--- config.mk ---
export PLATFORM = sky130hd
export DESIGN_NAME = instr_fetch_ctrl
export DESIGN_NICKNAME = d
export VERILOG_FILES = /design/src/rtl/instr_fetch_ctrl.sv
export SDC_FILE = /design/constraint.sdc
export NUM_CORES = 1
export LEC_CHECK = 0
export CORE_MARGIN = 3
export CORE_UTILIZATION = 42
export DETAILED_ROUTE_END_ITERATION = 6
export HOLD_SLACK_MARGIN = 0.05
export PLACE_DENSITY = 0.88
export SKIP_LAST_GASP = 1
export SLEW_MARGIN = 0
export SYNTH_ARGS = -nofsm -noshare
export SYNTH_HDL_FRONTEND = slang
export SYNTH_SLANG_ARGS = --single-unit
export TNS_END_PERCENT = 100
--- constraint.sdc ---
create_clock -name i_clk -period 2.36 [get_ports i_clk]
set_clock_uncertainty 0.2 [all_clocks]
set_input_delay 0.472 -clock i_clk [delete_from_list [all_inputs] [get_ports i_clk]]
set_output_delay 0.472 -clock i_clk [all_outputs]
set_load 0.02 [all_outputs]
--- src/rtl/instr_fetch_ctrl.sv ---
`default_nettype none
// ============================================================================
//  Module      : instr_fetch_ctrl
//  Description : Instruction fetch controller. Fetches the word at the current
//                PC over a req/gnt + rvalid memory port, holds it for decode,
//                and pulses the PC register write-enable on decode handshake
//                or branch flush. Detects response timeout and misaligned PC.
//  Revision    : 1.0 - initial release
// ============================================================================
module instr_fetch_ctrl #(
    parameter int          WAIT_MAX  = 16,
    parameter logic [31:0] NOP_INSTR = 32'h00000013
) (
    input  logic        i_clk,
    input  logic        i_rst,
    input  logic [31:0] i_pc,
    input  logic        i_flush,
    output logic        o_pc_wren,
    output logic        o_imem_req,
    output logic [31:0] o_imem_addr,
    input  logic        i_imem_gnt,
    input  logic        i_imem_rvalid,
    input  logic [31:0] i_imem_rdata,
    output logic [31:0] o_instr,
    output logic        o_instr_valid,
    input  logic        i_id_ready,
    output logic        o_fetch_err,
    output logic [31:0] o_fetch_cnt
);

    localparam int TW = $clog2(WAIT_MAX + 1);
    localparam logic [TW-1:0] C_TIMER_LAST = TW'(WAIT_MAX - 1);

    localparam logic [2:0] S_IDLE = 3'd0;
    localparam logic [2:0] S_REQ  = 3'd1;
    localparam logic [2:0] S_WAIT = 3'd2;
    localparam logic [2:0] S_HOLD = 3'd3;
    localparam logic [2:0] S_ERR  = 3'd4;

    logic [2:0]    r_state;
    logic [2:0]    w_next_state;
    logic [TW-1:0] r_timer;
    logic          r_drop;
    logic [31:0]   r_instr;
    logic          r_instr_valid;
    logic          r_fetch_err;
    logic [31:0]   r_fetch_cnt;
    logic          w_pc_wren;
    logic          w_req;
    logic          w_misalign;
    logic          w_handshake;

    assign w_misalign  = |i_pc[1:0];
    // Decode acceptance counts only when no flush kills the held word.
    assign w_handshake = (r_state == S_HOLD) && r_instr_valid && i_id_ready && !i_flush;

    assign o_imem_addr   = {i_pc[31:2], 2'b00};
    assign o_imem_req    = w_req & ~i_rst;
    assign o_pc_wren     = w_pc_wren & ~i_rst;
    assign o_instr       = r_instr;
    assign o_instr_valid = r_instr_valid;
    assign o_fetch_err   = r_fetch_err;
    assign o_fetch_cnt   = r_fetch_cnt;

    // Next-state, memory request and PC write-enable decode.
    always_comb begin
        w_next_state = r_state;
        w_pc_wren    = 1'b0;
        w_req        = 1'b0;
        case (r_state)
            S_IDLE: begin
                w_pc_wren    = i_flush;
                w_next_state = S_REQ;
            end
            S_REQ: begin
                if (i_flush) begin
                    // A redirect supersedes the stale (possibly misaligned) PC;
                    // a grant in this cycle still leaves a response to drop.
                    w_pc_wren = 1'b1;
                    w_req     = !w_misalign;
                    if (!w_misalign && i_imem_gnt) begin
                        w_next_state = S_WAIT;
                    end
                end else if (w_misalign) begin
                    w_next_state = S_ERR;
                end else begin
                    w_req = 1'b1;
                    if (i_imem_gnt) begin
                        w_next_state = S_WAIT;
                    end
                end
            end
            S_WAIT: begin
                w_pc_wren = i_flush;
                if (i_imem_rvalid) begin
                    w_next_state = (r_drop || i_flush) ? S_REQ : S_HOLD;
                end else if (r_timer == C_TIMER_LAST) begin
                    w_next_state = S_ERR;
                end
            end
            S_HOLD: begin
                w_pc_wren = i_flush | i_id_ready;
                if (i_flush || i_id_ready) begin
                    w_next_state = S_REQ;
                end
            end
            S_ERR: begin
                w_next_state = S_ERR;
            end
            default: begin
                w_next_state = S_IDLE;
            end
        endcase
    end

    // State register, response capture, drop flag, timeout timer and counters.
    always_ff @(posedge i_clk) begin
        if (i_rst) begin
            r_state       <= S_IDLE;
            r_timer       <= '0;
            r_drop        <= 1'b0;
            r_instr       <= NOP_INSTR;
            r_instr_valid <= 1'b0;
            r_fetch_err   <= 1'b0;
            r_fetch_cnt   <= '0;
        end else begin
            r_state <= w_next_state;

            if (r_state == S_REQ && w_next_state == S_WAIT) begin
                r_timer <= '0;
            end else if (r_state == S_WAIT) begin
                r_timer <= r_timer + TW'(1);
            end

            // Only one request is outstanding, so any response in WAIT
            // retires the drop flag.
            if (r_state == S_WAIT && i_imem_rvalid) begin
                r_drop <= 1'b0;
            end else if (i_flush && ((r_state == S_REQ && w_next_state == S_WAIT) ||
                                     r_state == S_WAIT)) begin
                r_drop <= 1'b1;
            end

            if (r_state == S_WAIT && w_next_state == S_HOLD) begin
                r_instr       <= i_imem_rdata;
                r_instr_valid <= 1'b1;
            end else if (r_state == S_HOLD && (i_flush || i_id_ready)) begin
                r_instr       <= NOP_INSTR;
                r_instr_valid <= 1'b0;
            end

            if (w_next_state == S_ERR) begin
                r_fetch_err <= 1'b1;
            end

            if (w_handshake) begin
                r_fetch_cnt <= r_fetch_cnt + 32'd1;
            end
        end
    end

endmodule
`default_nettype wire

# Yosys cells after proc, flatten, opt, wreduce, memory -nomap -nowiden
# Cells that the tools add are included.
[totals]
ram_bits = 0
input_bits = 70
latchBits = 0
rom_bits = 0
mem_count = 0
ff_bits = 75
[op_classes]
muxes = 18
n_lt_le_gt_ge = 0
mul = 0
n_bitwise = 4
add_sub_neg = 2
n_eq_ne = 8
div_mod_pow = 0
n_reduce_logical = 20
shift = 0
[ops]
columns = ["op", "count"]
rows = [
  ["32-bit 2-to-1 mux", 2],
  ["32-bit by 1-bit adder with 32-bit output (second input constant)", 1],
  ["3-bit 2-to-1 mux", 7],
  ["3-bit one-hot mux with 5 select lines", 1],
  ["3-bit by 2-bit equality test with 1-bit output (second input constant)", 4],
  ["1-bit logical AND", 9],
  ["2-bit OR reduction", 4],
  ["3-bit equality test (second input constant)", 2],
  ["1-bit 2-to-1 mux", 6],
  ["5-bit by 1-bit adder with 5-bit output (second input constant)", 1],
  ["5-bit by 4-bit equality test with 1-bit output (second input constant)", 1],
  ["3-bit by 1-bit equality test with 1-bit output (second input constant)", 1],
  ["3-bit logical NOT", 1],
  ["1-bit logical OR", 3],
  ["1-bit one-hot mux with 3 select lines", 1],
  ["1-bit AND", 2],
  ["1-bit logical NOT", 2],
  ["2-bit 2-to-1 mux", 1],
  ["2-bit nonzero test", 1],
  ["1-bit NOT", 1],
  ["1-bit bitwise OR", 1],
]

# Logic depth before layout (Yosys ltp)
[depth]
depth_word = 10
mapped_depth = 6
depth_no_buf = 6

# Least setup slack after synthesis
# No wires, ideal clock.
[synth_path]
kind = "flip-flop to output port"
start = "register r_state[0]"
end = "output port o_imem_req"
t_arrival_ps = 1578
path_slack_ps = 110
stages_incl_launch_ff = 4
n_path_buf = 1
path_cell_list = "dfxtp_1 -> buf_2 -> or3b_2 -> nor4_1"
[synth_via]
elab_chain_cells = 3
[synth_lines]
columns = ["element", "line", "source"]
rows = [
  ["start: declaration", "40", "logic [2:0] r_state;"],
  ["start signal: assignment", "127", "r_state <= w_next_state;"],
  ["3-bit by 1-bit equality test with 1-bit output", "70", "case (r_state)"],
  ["1-bit 2-to-1 mux", "70", ""],
  ["1-bit AND", "58", "assign o_imem_req = w_req & ~i_rst;"],
  ["end: declaration", "19", "output logic o_imem_req,"],
]
# No other way between the ends.

# Worst setup path after layout
[layout_path]
start = "input port i_flush"
end = "register r_fetch_cnt[7] (netlist: o_fetch_cnt[7])"
[layout_via]
elab_chain_cells = 2
[layout_lines]
columns = ["element", "line", "source"]
rows = [
  ["start: declaration", "17", "input logic i_flush,"],
  ["1-bit logical NOT", "55", "assign w_handshake = (r_state == S_HOLD) && r_instr_valid && i_id_ready && !i_flush;"],
  ["1-bit logical AND", "55", ""],
  ["end signal: assignment", "157", "r_fetch_cnt <= r_fetch_cnt + 32'd1;"],
  ["end: declaration", "47", "logic [31:0] r_fetch_cnt;"],
]
# No other way between the ends.
# A chain may end at the register's enable or synchronous reset.

==> flow_metrics.env <==
export IMPL_outcome="complete, no violations"
export IMPL_hp_class="reg2reg"
export IMPL_grt_overflow=0
export IMPL_synthSimpleGateAreaFrac_pct=26.5
export IMPL_synth_top_area_share_pct=40.3
export IMPL_ioPinCount=170
export IMPL_area_growth_pct=32.6
export IMPL_final_hold_violation_count=0
export IMPL_initial_core_util_pct=44.2
export IMPL_start_kind="input port"
export IMPL_rsz0062_at_grt="no"
export IMPL_postCtsSetupRepairBufs=0
export IMPL_finalSetupViolCount=0
export IMPL_finalSetupTns_ns=0
export IMPL_grt_busiest_layer="met2"
export IMPL_design_die_area_sq_mm=0.0100
export IMPL_coreArea_sq_mm=0.00842
export IMPL_drv_cap=0
export IMPL_synthXorXnorAreaFrac_pct=2.35
export IMPL_reg2reg_depth=6
export IMPL_required_ns=2.36
export IMPL_layout_commonest_cell="clkdlybuf4s50_1"
export IMPL_worst_setup_path_type="in2reg"
export IMPL_wl_per_cell_microns=15.0
export IMPL_met2_usage_pct=29.4
export IMPL_viasPerCell=5.36
export IMPL_yosys_warnings=0
export IMPL_port_buffers=107
export IMPL_multiInputGateArea_sq_mm=0.00187
export IMPL_syn_area_per_cell_sq_um=8.81
export IMPL_fin_crit_sh_pct=99.4
export IMPL_synth_cells=423
export IMPL_antennaDiodeCount=0
export IMPL_drv_slew=0
export IMPL_place_gp_congestion=0.830
export IMPL_grt_usage_pct=18.4
export IMPL_async_reset_ff_share_pct=0
export IMPL_first_global_vias=3200
export IMPL_met1_usage_pct=21.9
export IMPL_synth_area_sq_mm=0.00373
export IMPL_register_area_sq_mm=0.00150
export IMPL_wl_microns=9300
export IMPL_ant_nets=0
export IMPL_synth_mux_area_share_pct=8.87
export IMPL_synth_flop_cell="dfxtp_1"
export IMPL_die_w_microns=100
export IMPL_dr_pass1_iters=4
export IMPL_drt_iter0_drc=92
export IMPL_vdd_drop_max_mv=0.268
export IMPL_synth_top_family_by_area="simple AND/OR/NAND/NOR gates"
export IMPL_grt_max_degree=73
export IMPL_grt_util_met3_pct=8.62
export IMPL_floorplan_rows=33
export IMPL_clock_path_buffers=2
export IMPL_critPathMaxFanout=6
export IMPL_max_slew_margin_pct=57.0
export IMPL_fmax_ghz=0.426
export IMPL_cts_tree="done"
export IMPL_pre_cts_slack_ns=-0.399
export IMPL_cp_end_kind="flop"
export IMPL_ys_types=44
export IMPL_cts_sinks=75
export IMPL_cts_made_buffers=9
export IMPL_die_h_microns=100
export IMPL_final_layout_size_suffix_gt1_share_pct=9.75
export IMPL_antenna_found_initial=0
export IMPL_insertion_delay_ns=0.34
export IMPL_synth_fa_ha_area_share_pct=1.01
export IMPL_drc_errors=0
export IMPL_h_tree_depth=3
export IMPL_clk_pin_slew_ns=0.08
export IMPL_grt_pass1_wl_microns=15000
export IMPL_power_density_mw_per_mm2=485
export IMPL_synthTopCellsByArea="dfxtp_1, mux2i_1, buf_4"
export IMPL_synth_edff_count=0
export IMPL_vias=3315
export IMPL_seq_area_frac_synth_pct=40.3
export IMPL_setup_ws_ns=0.0138
export IMPL_p_leak_nw=1.88
export IMPL_fillers=741
export IMPL_worst_pin_slew_ns=0.645
export IMPL_ys_ff_latch=75
export IMPL_dpl_hpwl_microns=6600
export IMPL_synth_top_cell_by_area="dfxtp_1"
export IMPL_final_cell_mix="clkdlybuf4s50_1, dfxtp_1, nand2_1"
export IMPL_synth_compound_area_share_pct=11.0
export IMPL_fin_crit_ns=2.35
export IMPL_hold_path_cell_count=2
export IMPL_nets=581
export IMPL_cts_root_buffer="clkbuf_8"
export IMPL_arrival_ns=2.35
-- per-stage QoR --
stage                     power, mW  std cells  utilization [%]  hold slack [ns]  instance area [sq um]
final                          2.40        618             58.7            0.253                   4940
after global placement         1.50        601             56.6            0.239                   4760
after detailed placement       1.51        601             56.6            0.242                   4760
after global routing           2.51        618             58.7            0.281                   4940
after floorplan                1.48        424                -            0.257                   3730
after CTS                      2.42        617             58.6            0.256                   4940
-- cell type report --
cell class                 instances  area share, %
clock inverter                     4          0.506
clock buffer                      12           3.14
timing repair buffer             128           25.0
inverter                           6          0.456
sequential                        75           30.4
tap                              105           2.66
multi-input combinational        288           37.8
-- logic make-up after synthesis --
kind of cell	after synthesis
adder cells (fa/ha/maj)	3
AO/OA/AOI/OAI	67
buffers and inverters	62
AND/OR/NAND/NOR	172
other	1
XOR/XNOR	10
multiplexers	33
flip-flops	75
-- worst paths after layout --
path / start / endpoint / slack (ns)
setup reg to reg: r_state[2] / o_fetch_cnt[7] / 0.12
hold / removal: o_fetch_err / o_fetch_err / 0.25
setup / recovery: i_flush / o_fetch_cnt[7] / 0.01
hold reg to reg: o_fetch_err / o_fetch_err / 0.25
-- registers in the layout, summed over array words and instances (netlist names) --
register       flops
o_fetch_cnt       32
o_fetch_err        1
o_instr           32
o_instr_valid      1
r_drop             1
r_state            3
r_timer            5
-- per-layer routing --
layer	routed length [microns]	up-vias
li1	-	1635
met3	981	22
met1	3890	1528
met2	4280	130
met4	141	0
met5	0	-
-- synthesized netlist by cell type (all sizes together) (6+ instances only) --
cell	instances
nor2	21
xnor2	6
nand2b	31
mux2i	33
nand3	9
nand4	11
clkbuf	18
nor2b	6
a21oi	28
buf	38
nand2	43
o31ai	19
o21ai	11
or4	20
dfxtp	75
inv	6
-- report_power, final --
| group | internal (mW) | switching (mW) | total (mW) |
|---|---|---|---|
| sequential | 1.27 | 0.00440 | 1.28 |
| clock | 0.437 | 0.485 | 0.922 |
| combinational | 0.111 | 0.0882 | 0.200 |
-- worst max-delay path: stages --
cell,delay [ns]
clkdlybuf4s50_1,0.45
nand4b_4,0.21
or4_2,0.72
buf_4,0.19
o21ai_0,0.21
a21oi_1,0.10
-- repair_timing --
| item | 4_1_cts | 5_1_grt |
|---|---|---|
| endpoints found under the setup margin | 6 | 6 |
| hold buffers | 0 | 0 |
| resized for setup | 3 | 6 |
| pin swaps | 0 | 1 |
| cloned | 0 | 1 |
Power figures use the tool's default switching activity.
